`src/rtl/cpu_types.sv`:
```
// Shared CPU types: opcodes and the decoded task record passed from decode to execute.
package cpu_types;

   typedef enum logic [3:0] {
      OP_ADD, OP_ADDI, OP_SUB, OP_AND, OP_OR,
      OP_LOAD, OP_STORE, OP_BRANCH, OP_JAL, OP_JALR
   } opcode_t;

   typedef struct packed {
      opcode_t     opcode;
      logic        rs1_used;
      logic [4:0]  rs1_addr;
      logic        rs2_used;
      logic [4:0]  rs2_addr;
      logic        rd_used;
      logic [4:0]  rd_addr;
      logic [31:0] op_a;
      logic [31:0] op_b;
   } task_t;

   function automatic logic is_mem(opcode_t op);
      return (op == OP_LOAD) || (op == OP_STORE);
   endfunction

   function automatic logic is_ctrl(opcode_t op);
      return (op == OP_BRANCH) || (op == OP_JAL) || (op == OP_JALR);
   endfunction

endpackage

```
`src/rtl/reg_scoreboard.sv`:
```
// Register busy scoreboard: two issue-time set ports, one writeback clear port.
module reg_scoreboard (
   input  logic        clk,
   input  logic        rst,
   input  logic        set0_valid,
   input  logic [4:0]  set0_addr,
   input  logic        set1_valid,
   input  logic [4:0]  set1_addr,
   input  logic        clr_valid,
   input  logic [4:0]  clr_addr,
   output logic [31:0] busy
);

   logic [31:0] busy_q, busy_d;

   always_comb begin
      busy_d = busy_q;
      // Clear first so a same-cycle set of the same register wins.
      if (clr_valid) busy_d[clr_addr] = 1'b0;
      if (set0_valid) busy_d[set0_addr] = 1'b1;
      if (set1_valid) busy_d[set1_addr] = 1'b1;
      busy_d[0] = 1'b0;
   end

   always_ff @(posedge clk) begin
      if (rst) busy_q <= '0;
      else     busy_q <= busy_d;
   end

   assign busy = busy_q;

endmodule

```
`src/rtl/issue_queue.sv`:
```
// Dual-enqueue, dual-issue in-order issue queue with scoreboard-gated, registered issue slots.
module issue_queue
   import cpu_types::*;
#(
   parameter int unsigned DEPTH = 8
) (
   input  logic                     CLK,
   input  logic                     RST,
   input  logic                     FLUSH,
   input  logic                     IN_VALID_0,
   input  logic                     IN_VALID_1,
   input  task_t                    TASK_IN_0,
   input  task_t                    TASK_IN_1,
   output logic                     IN_READY,
   output logic                     ISSUE_VALID_0,
   output logic                     ISSUE_VALID_1,
   output task_t                    ISSUE_TASK_0,
   output task_t                    ISSUE_TASK_1,
   input  logic                     ISSUE_READY,
   input  logic                     WB_VALID,
   input  logic [4:0]               WB_RD,
   output logic [$clog2(DEPTH):0]   COUNT
);

   localparam int unsigned PW = $clog2(DEPTH);
   localparam int unsigned CW = PW + 1;

   task_t         mem [DEPTH];
   logic [PW-1:0] head_q, tail_q;
   logic [CW-1:0] count_q;
   logic          iv0_q, iv1_q;
   task_t         it0_q, it1_q;
   logic [31:0]   busy;

   task_t      h0, h1;
   logic       in_ready, advance, iss0, iss1, hazard, enq0, enq1;
   logic [1:0] enq_n, deq_n;

   function automatic logic is_clear(task_t t, logic [31:0] b);
      return (!t.rs1_used || !b[t.rs1_addr]) &&
             (!t.rs2_used || !b[t.rs2_addr]) &&
             (!t.rd_used  || !b[t.rd_addr]);
   endfunction

   assign in_ready = !RST && ((CW'(DEPTH) - count_q) >= CW'(2));
   assign h0 = mem[head_q];
   assign h1 = mem[head_q + PW'(1)];

   always_comb begin
      advance = (!iv0_q && !iv1_q) || ISSUE_READY;
      // Head's destination is not busy yet, so a younger reader/writer must be held back.
      hazard  = h0.rd_used && (h0.rd_addr != 5'd0) &&
                ((h1.rs1_used && (h1.rs1_addr == h0.rd_addr)) ||
                 (h1.rs2_used && (h1.rs2_addr == h0.rd_addr)) ||
                 (h1.rd_used  && (h1.rd_addr  == h0.rd_addr)));
      iss0    = advance && !FLUSH && (count_q != '0) && is_clear(h0, busy);
      iss1    = iss0 && (count_q >= CW'(2)) && is_clear(h1, busy) && !hazard &&
                !(is_mem(h0.opcode) && is_mem(h1.opcode)) && !is_ctrl(h0.opcode);
      enq0    = in_ready && IN_VALID_0 && !FLUSH;
      enq1    = enq0 && IN_VALID_1;
      enq_n   = {1'b0, enq0} + {1'b0, enq1};
      deq_n   = {1'b0, iss0} + {1'b0, iss1};
   end

   always_ff @(posedge CLK) begin
      if (enq0) mem[tail_q] <= TASK_IN_0;
      if (enq1) mem[tail_q + PW'(1)] <= TASK_IN_1;
   end

   always_ff @(posedge CLK) begin
      if (RST) begin
         head_q  <= '0;
         tail_q  <= '0;
         count_q <= '0;
         iv0_q   <= 1'b0;
         iv1_q   <= 1'b0;
         it0_q   <= '0;
         it1_q   <= '0;
      end else if (FLUSH) begin
         head_q  <= '0;
         tail_q  <= '0;
         count_q <= '0;
         iv0_q   <= 1'b0;
         iv1_q   <= 1'b0;
      end else begin
         head_q  <= head_q + PW'(deq_n);
         tail_q  <= tail_q + PW'(enq_n);
         count_q <= count_q + CW'(enq_n) - CW'(deq_n);
         if (advance) begin
            iv0_q <= iss0;
            iv1_q <= iss1;
            it0_q <= iss0 ? h0 : '0;
            it1_q <= iss1 ? h1 : '0;
         end
      end
   end

   reg_scoreboard u_scoreboard (
      .clk        (CLK),
      .rst        (RST),
      .set0_valid (iss0 && h0.rd_used),
      .set0_addr  (h0.rd_addr),
      .set1_valid (iss1 && h1.rd_used),
      .set1_addr  (h1.rd_addr),
      .clr_valid  (WB_VALID),
      .clr_addr   (WB_RD),
      .busy       (busy)
   );

   assign IN_READY      = in_ready;
   assign ISSUE_VALID_0 = iv0_q;
   assign ISSUE_VALID_1 = iv1_q;
   assign ISSUE_TASK_0  = it0_q;
   assign ISSUE_TASK_1  = it1_q;
   assign COUNT         = count_q;

endmodule

```
`config.mk`:
```
export PLATFORM = sky130hd
export DESIGN_NAME = issue_queue
export DESIGN_NICKNAME = d
export VERILOG_FILES = /design/src/rtl/cpu_types.sv /design/src/rtl/reg_scoreboard.sv /design/src/rtl/issue_queue.sv
export SDC_FILE = /design/constraint.sdc
export NUM_CORES = 2
export LEC_CHECK = 0
export ABC_CLOCK_PERIOD_IN_PS = 11540
export CORE_AREA = 2 2 358 360
export CTS_CLUSTER_DIAMETER = 100
export DETAILED_ROUTE_END_ITERATION = 8
export DIE_AREA = 0 0 360 362
export HOLD_SLACK_MARGIN = 0.08
export SLEW_MARGIN = 25
export SYNTH_ARGS = -nofsm -noshare
export SYNTH_HDL_FRONTEND = slang
export SYNTH_SLANG_ARGS = --single-unit
```
`constraint.sdc`:
```
create_clock -name CLK -period 11.54 [get_ports CLK]
set_input_delay 2.308 -clock CLK [delete_from_list [all_inputs] [get_ports CLK]]
set_output_delay 2.308 -clock CLK [all_outputs]
set_load 0.01 [all_outputs]
```
### Word level (Yosys, flattened, before mapping)

Memories as Yosys holds them, arrays and structs flattened. A register that Yosys moved wholly into a read port is not among the register bits.
Index checks and enable logic that the tools add are counted.

| storage, ports and cells | value |
|---|---|
| register bits after elaboration | 216 |
| latch bits | 0 |
| memory bits (writable) | 688 |
| bits in read-only memories | 0 |
| bits of input ports | 184 |
| output and inout port bits | 179 |
| word-level logic and storage cells | 154 |
| memories kept | 1 |

| operators by class | value |
|---|---|
| add/sub/neg operators | 9 |
| multiply operators | 0 |
| divide/modulo/power cells | 0 |
| $lt $le $gt $ge | 12 |
| equality and inequality tests | 10 |
| shifts and indexed selects | 0 |
| multiplexer cells | 28 |
| bitwise operators | 5 |
| reduce and logical (&&, ||, !) cells | 64 |

Memory list:

| memory | depth | bits a word | read ports | clocked after Yosys merged registers in | write ports | line | RTL |
|---|---|---|---|---|---|---|---|
| mem | 8 | 86 | 2 | 1 | 2 | issue_queue.sv:28 | `task_t mem [DEPTH];` |

Operators with widths:

| operator | count |
|---|---|
| $mux 86 | 2 |
| $mux 32 | 3 |
| $or 32x32->32 | 2 |
| $lt 5x6->1 const B | 7 |
| $and 32x32->32 | 1 |
| $not 32->32 | 1 |
| $bmux 1 s5 | 6 |
| $logic_and 1x1->1 | 28 |
| $eq 4x3->1 const B | 5 |
| $logic_not 1->1 | 19 |
| $demux 1 s5 | 3 |
| $eq 5x5->1 | 3 |
| $ge 5x1->1 const B | 3 |
| $logic_or 1x1->1 | 13 |
| $mux 1 | 13 |
| $eq 4x4->1 const B | 2 |
| $ge 4x2->1 const B | 2 |
| $add 3x1->3 const B | 2 |
| $add 3x2->3 | 2 |
| $reduce_bool 5->1 | 1 |
| $add 1x1->2 | 2 |
| $add 4x2->4 | 1 |
| $reduce_bool 4->1 | 1 |
| $sub 4x2->4 | 1 |
| other kinds (5) | 5 |

### Longest topological paths before layout

| logic depth | value |
|---|---|
| word-level depth | 15 |
| mapped depth | 25 |
| gate-level depth less buffers | 18 |

### By module

From an unflattened synthesis, not the netlist that was laid out.

| unflattened totals | value |
|---|---|
| cell total of the unflattened synthesis | 3,607 |
| area total of the unflattened synthesis | 51,308.0 um2 |

Modules (own cells, without submodules):

| module | times used | cells an instance | area each (um2) | sequential area each (um2) |
|---|---|---|---|---|
| issue_queue | 1 | 3,436 | 49,775.2 | 24,343.3 |
| reg_scoreboard | 1 | 171 | 1,532.7 | 620.6 |

### Least setup slack after synthesis

Ideal clock, no wire load.

| timing path | value |
|---|---|
| kind | input to register |
| start | in RST |
| end | mem mem[5][0] in the netlist's numbering (enable) |
| library setup time | 0.649 ns |
| arrival | 9.089 ns |
| data required time | 10.891 ns |
| path slack | 1.802 ns |
| stages on the path | 5 |
| path buffers | 1 |
| cells stage by stage | clkbuf_1 nor2_1 and3_1 nand2_1 o21ai_0 |

RTL lines:

| item | line | RTL |
|---|---|---|
| start, declared | issue_queue.sv:8 | `input logic RST,` |
| end, declared | issue_queue.sv:28 |  |

### Final worst setup path

| timing path | value |
|---|---|
| start | reg head_q[0] |
| end | reg it1_q (netlist bit ISSUE_TASK_1[81]) |

| between the ends | value |
|---|---|
| longest elaborated chain between the ends | 13 |
| elaborated cells on any way between the ends | 39 |
| those cells by class | add/sub: 1; eq/ne: 5; mux: 7; reduce/logical: 25; memory: 1 |

Ends and longest elaborated chain:

| item | line | RTL |
|---|---|---|
| start, declared | issue_queue.sv:29 | `logic [PW-1:0] head_q, tail_q;` |
| start signal, assigned | issue_queue.sv:86 | `head_q <= head_q + PW'(deq_n);` |
| $add 3x1->3 * | issue_queue.sv:47 | `assign h1 = mem[head_q + PW'(1)];` |
| $mem_v2 8x86 * | n/a |  |
| $bmux 1 s5 (on tied branches) | issue_queue.sv:40, issue_queue.sv:41 |  |
| $mux 1 (on tied branches) | issue_queue.sv:40, issue_queue.sv:41 |  |
| $logic_not 1->1 (on tied branches) | issue_queue.sv:40, issue_queue.sv:41 |  |
| $logic_or 1x1->1 (on tied branches) | issue_queue.sv:40, issue_queue.sv:41 |  |
| $logic_and 1x1->1 | issue_queue.sv:40 | `return (!t.rs1_used \|\| !b[t.rs1_addr]) &&` |
| $logic_and 1x1->1 | issue_queue.sv:41 | `(!t.rs2_used \|\| !b[t.rs2_addr]) &&` |
| $logic_and 1x1->1 (3 in series) | issue_queue.sv:57 | `iss1 = iss0 && (count_q >= CW'(2)) && is_clear(h1, busy) && !hazard &&` |
| $logic_and 1x1->1 | issue_queue.sv:58 | `!(is_mem(h0.opcode) && is_mem(h1.opcode)) && !is_ctrl(h0.opcode);` |
| $mux 86 * | issue_queue.sv:93 | `it1_q <= iss1 ? h1 : '0;` |
| end signal, assigned | issue_queue.sv:93 |  |
| end, declared | issue_queue.sv:32 | `task_t it0_q, it1_q;` |

Every way passes the cells marked *; elsewhere a longest branch is shown, timed or not. The select of a mux whose other input is x is not followed.
A chain may end at the register's enable or synchronous reset.

==> impl_metrics.json <==
{
  "status": "finished clean",
  "vdd_drop_max_v": 0.000113,
  "synth_compound_area_share_pct": 6.25,
  "finClkSkew_ps": 37.6,
  "area_growth_syn_to_layout_pct": 17.1,
  "hp-start": "ISSUE_TASK_0[64]$_SDFFE_PP0P_",
  "clock_path_buffers": 3,
  "start_util_pct": 39.6,
  "synth_area_mm2": 0.0502,
  "fin_tns_setup_ps": 0,
  "crit_required_ps": 12210,
  "postLayoutCoreUtil_pct": 46.4,
  "placed_cells": 5326,
  "synth-xor-area-share_pct": 0.436,
  "yosys.area_share.simple_pct": 5.95,
  "post_cts_buffers": 0,
  "path_class": "flip-flop to flip-flop",
  "stdcell_count": 5525,
  "met2WireLength_mm": 79.2,
  "wirelength_met1_mm": 73.5,
  "end_kind": "flip-flop",
  "synth_nets": 3721,
  "core_mm2": 0.127,
  "synth.mux.area_fraction_pct": 34.3,
  "fmax_mhz": 138,
  "finalSetupViolations": 0,
  "rr_worst_depth": 14,
  "worstReg2RegStart": "head_q[0]$_SDFF_PP0_",
  "synth_warnings": 0,
  "setup_ws_ps": 4280,
  "crit_end": "ISSUE_TASK_1[81]$_SDFFE_PP0P_",
  "vias_per_cell": 6.18,
  "internal-power_mw": 6.22,
  "ys.flop_type": "edfxtp_1",
  "crit_fanout": 70,
  "crit_start": "head_q[0]$_SDFF_PP0_",
  "drv_slew": 0,
  "path_cells": "ha_4 > buf_4 > mux2i_1 > mux4_2 > mux2_2 > nor2_1 > a21oi_1 > a221o_1 > o21ai_0 > o31ai_1 > nor4_4 > buf_4 > buf_4 > a32o_1",
  "multiInputGateArea_mm2": 0.0241,
  "synthCells": 3520,
  "rsz0062_at_grt": "no",
  "ctsHoldBuffers": 0,
  "die_area_mm2": 0.130,
  "nets": 3970,
  "numCtsBuffers": 102,
  "dr.pass1.iters": 6,
  "p_total_mw": 8.61,
  "pwr-share-clk_pct": 37.4,
  "cts_root_buf": "clkbuf_16",
  "avgSynthCellArea_um2": 14.3,
  "drc_errors": 0,
  "wirelength_mm": 171,
  "io_pins": 363,
  "synth_cell_types": 82,
  "p_leak_nw": 18.7,
  "gr-total-overflow": 0,
  "async_flop_share_pct": 0,
  "synth_fa_ha_area_share_pct": 0.483,
  "wire_per_inst_um": 30.9,
  "drv_cap": 0,
  "drtIter0Drc": 3652,
  "slew-limit-headroom_pct": 27.4,
  "cts_tree": "yes",
  "power.switching_mw": 2.40,
  "dpl.hpwl_mm": 99.4,
  "num_vias": 34100,
  "grt_pass1_vias": 34400,
  "gp_congestion": 0.957,
  "track_usage_pct": 25.9,
  "startpoint_type": "flip-flop",
  "drive_above_1_share_pct": 33.9,
  "share_comb_of_total_power_pct": 19.9,
  "cts_num_sinks": 903,
  "ys_seq_area_share_pct": 49.7,
  "seq_area_mm2": 0.0250,
  "crit_arrival_ps": 7920,
  "grt_first_pass_wirelength_mm": 247,
  "synth_top_family_by_area": "multiplexers",
  "switching_share_pct": 27.8,
  "synth-edff-count": 688,
  "h-tree-depth": 3,
  "wl_met3_mm": 13.5,
  "grt_max_degree": 97,
  "synth-seq-cells": 903,
  "fin_crit_sh_pct": 62.9,
  "numPortBuffers": 362,
  "whs_path_depth": 2,
  "post-place-ws_ps": 4360,
  "power_density_mw_per_mm2": 146,
  "slowest_stage": "dfxtp_4",
  "rows": 131,
  "highest_layer": "met5",
  "tightestPinTransition_ps": 1080,
  "postCtsResizedCells": 0,
  "clkTransAtPathRegs_ps": 70,
  "antenna_found_initial": 31,
  "r2r_slack_ps": 4280,
  "period_minus_slack_ps": 7260,
  "fill_cells": 11200,
  "r2r-end": "ISSUE_TASK_1[81]$_SDFFE_PP0P_",
  "hold_class": "flip-flop to flip-flop",
  "die_x_um": 360,
  "hold_violations": 0,
  "clk_latency_ps": 760,
  "ant_nets": 0,
  "cp_slowest_stage_delay_ps": 880,
  "cp_common_cell": "buf_4",
  "die_y_um": 362,
  "seqPwrFrac_pct": 42.7
}
-- worst min-delay path by stage --
| stage | to | slack, ps |
|---|---|---|
| after global placement | ISSUE_TASK_0[85]$_SDFFE_PP0P_ | 440 |
| after CTS | ISSUE_TASK_0[69]$_SDFFE_PP0P_ | 450 |
| after detailed placement | ISSUE_TASK_0[69]$_SDFFE_PP0P_ | 450 |
| final | ISSUE_TASK_0[64]$_SDFFE_PP0P_ | 450 |
| after floorplan | ISSUE_TASK_0[64]$_SDFFE_PP0P_ | 480 |
| after global routing | ISSUE_TASK_0[72]$_SDFFE_PP0P_ | 470 |
-- metrics by stage --
step / hold slack, ps / cell area, µm²
2_1_floorplan: 481 / 50200
3_3_place_gp: 444 / 55400
3_5_place_dp: 447 / 55500
4_1_cts: 455 / 58800
5_1_grt: 474 / 58800
6_report: 451 / 58800
-- cell usage in the layout (no fill, tap or decap), drive strengths merged, types with 74 or more instances in the layout --
cell	count
clkdlybuf4s50	361
nand2	304
clkbuf	162
mux2i	185
a32o	79
nor2	120
mux4	318
mux2	729
dfxtp	215
buf	74
edfxtp	688
-- area by class of cell --
cell class | instances | area share [%]
inverters | 28 | 0.179
clock inverters | 28 | 0.491
diodes | 8 | 0.0340
multi-input cells | 2299 | 40.9
repair buffers | 435 | 7.31
clock buffers | 162 | 5.06
flip-flops and latches | 903 | 42.5
well taps | 1662 | 3.54
-- power by group through the flow --
| stage | Sequential [mW] | Clock, mW | Combinational (mW) |
|---|---|---|---|
| finish | 3.68 | 3.22 | 1.72 |
| detailed placement | 3.75 | 0 | 1.70 |
| floorplan | 3.74 | 0 | 1.12 |
| global placement | 3.74 | 0 | 1.69 |
| global route | 3.69 | 3.40 | 1.83 |
| CTS | 3.68 | 3.28 | 1.71 |
-- sequential cells by signal (all words and copies together) (netlist names) --
name	cells
tail_q	3
ISSUE_VALID_1	1
ISSUE_TASK_1	86
head_q	3
ISSUE_VALID_0	1
COUNT	4
mem	688
ISSUE_TASK_0	86
u_scoreboard.busy	31
-- critical path, delay by kind of cell (launching register included) --
family,cells,cell delay (ps)
fa+ha+maj,1,750
mux,3,1290
flops,1,880
simple gates,2,490
compound gates,5,1230
buf+inv,3,2330
-- per-layer routing --
layer | GRT usage, % | vias up
met4 | 7.69 | 40
met3 | 5.79 | 290
li1 | - | 14600
met1 | 35.3 | 17800
met5 | 0 | -
met2 | 41.3 | 1412
-- cells by family (layout without fill, tap and decap cells) --
logic type               count (synthesis)  after routing
other                                    0              8
buffers and inverters                  318            653
XOR/XNOR                                25             25
multiplexers                          1232           1232
flip-flops                             903            903
AND/OR/NAND/NOR                        642            642
AO/OA/AOI/OAI                          383            383
adder cells (fa/ha/maj)                 17             17
-- synth_stat cells (6+ instances only) --
cell,count,area (µm²)
buf_4,10,75.1
inv_1,27,101
ha_1,13,163
nor2_1,120,450
a22o_1,11,96.3
xor2_1,7,61.3
edfxtp_1,688,20700
buf_6,15,169
buf_2,49,245
dfxtp_1,215,4300
nand2b_1,7,43.8
o211ai_1,6,45.0
o21ai_0,42,210
buf_1,38,143
a2111oi_0,7,61.3
nor3_1,28,140
nor3b_1,19,143
o22ai_1,8,50.1
nand3b_1,28,210
or3_1,6,37.5
o41ai_1,33,289
nand3_1,32,160
or2_2,6,37.5
and2_1,15,93.8
a211oi_1,7,52.6
xnor2_1,18,158
a22oi_1,10,75.1
clkbuf_1,177,664
a31o_1,25,219
nor2b_1,39,244
a32o_1,79,791
nand4_1,16,100
mux4_2,317,7140
nand2_1,303,1140
mux2_2,728,8200
a2bb2oi_1,66,578
a31oi_1,10,62.6
a21oi_1,27,135
mux2i_1,183,1830
(Power assumes the default switching activity.)
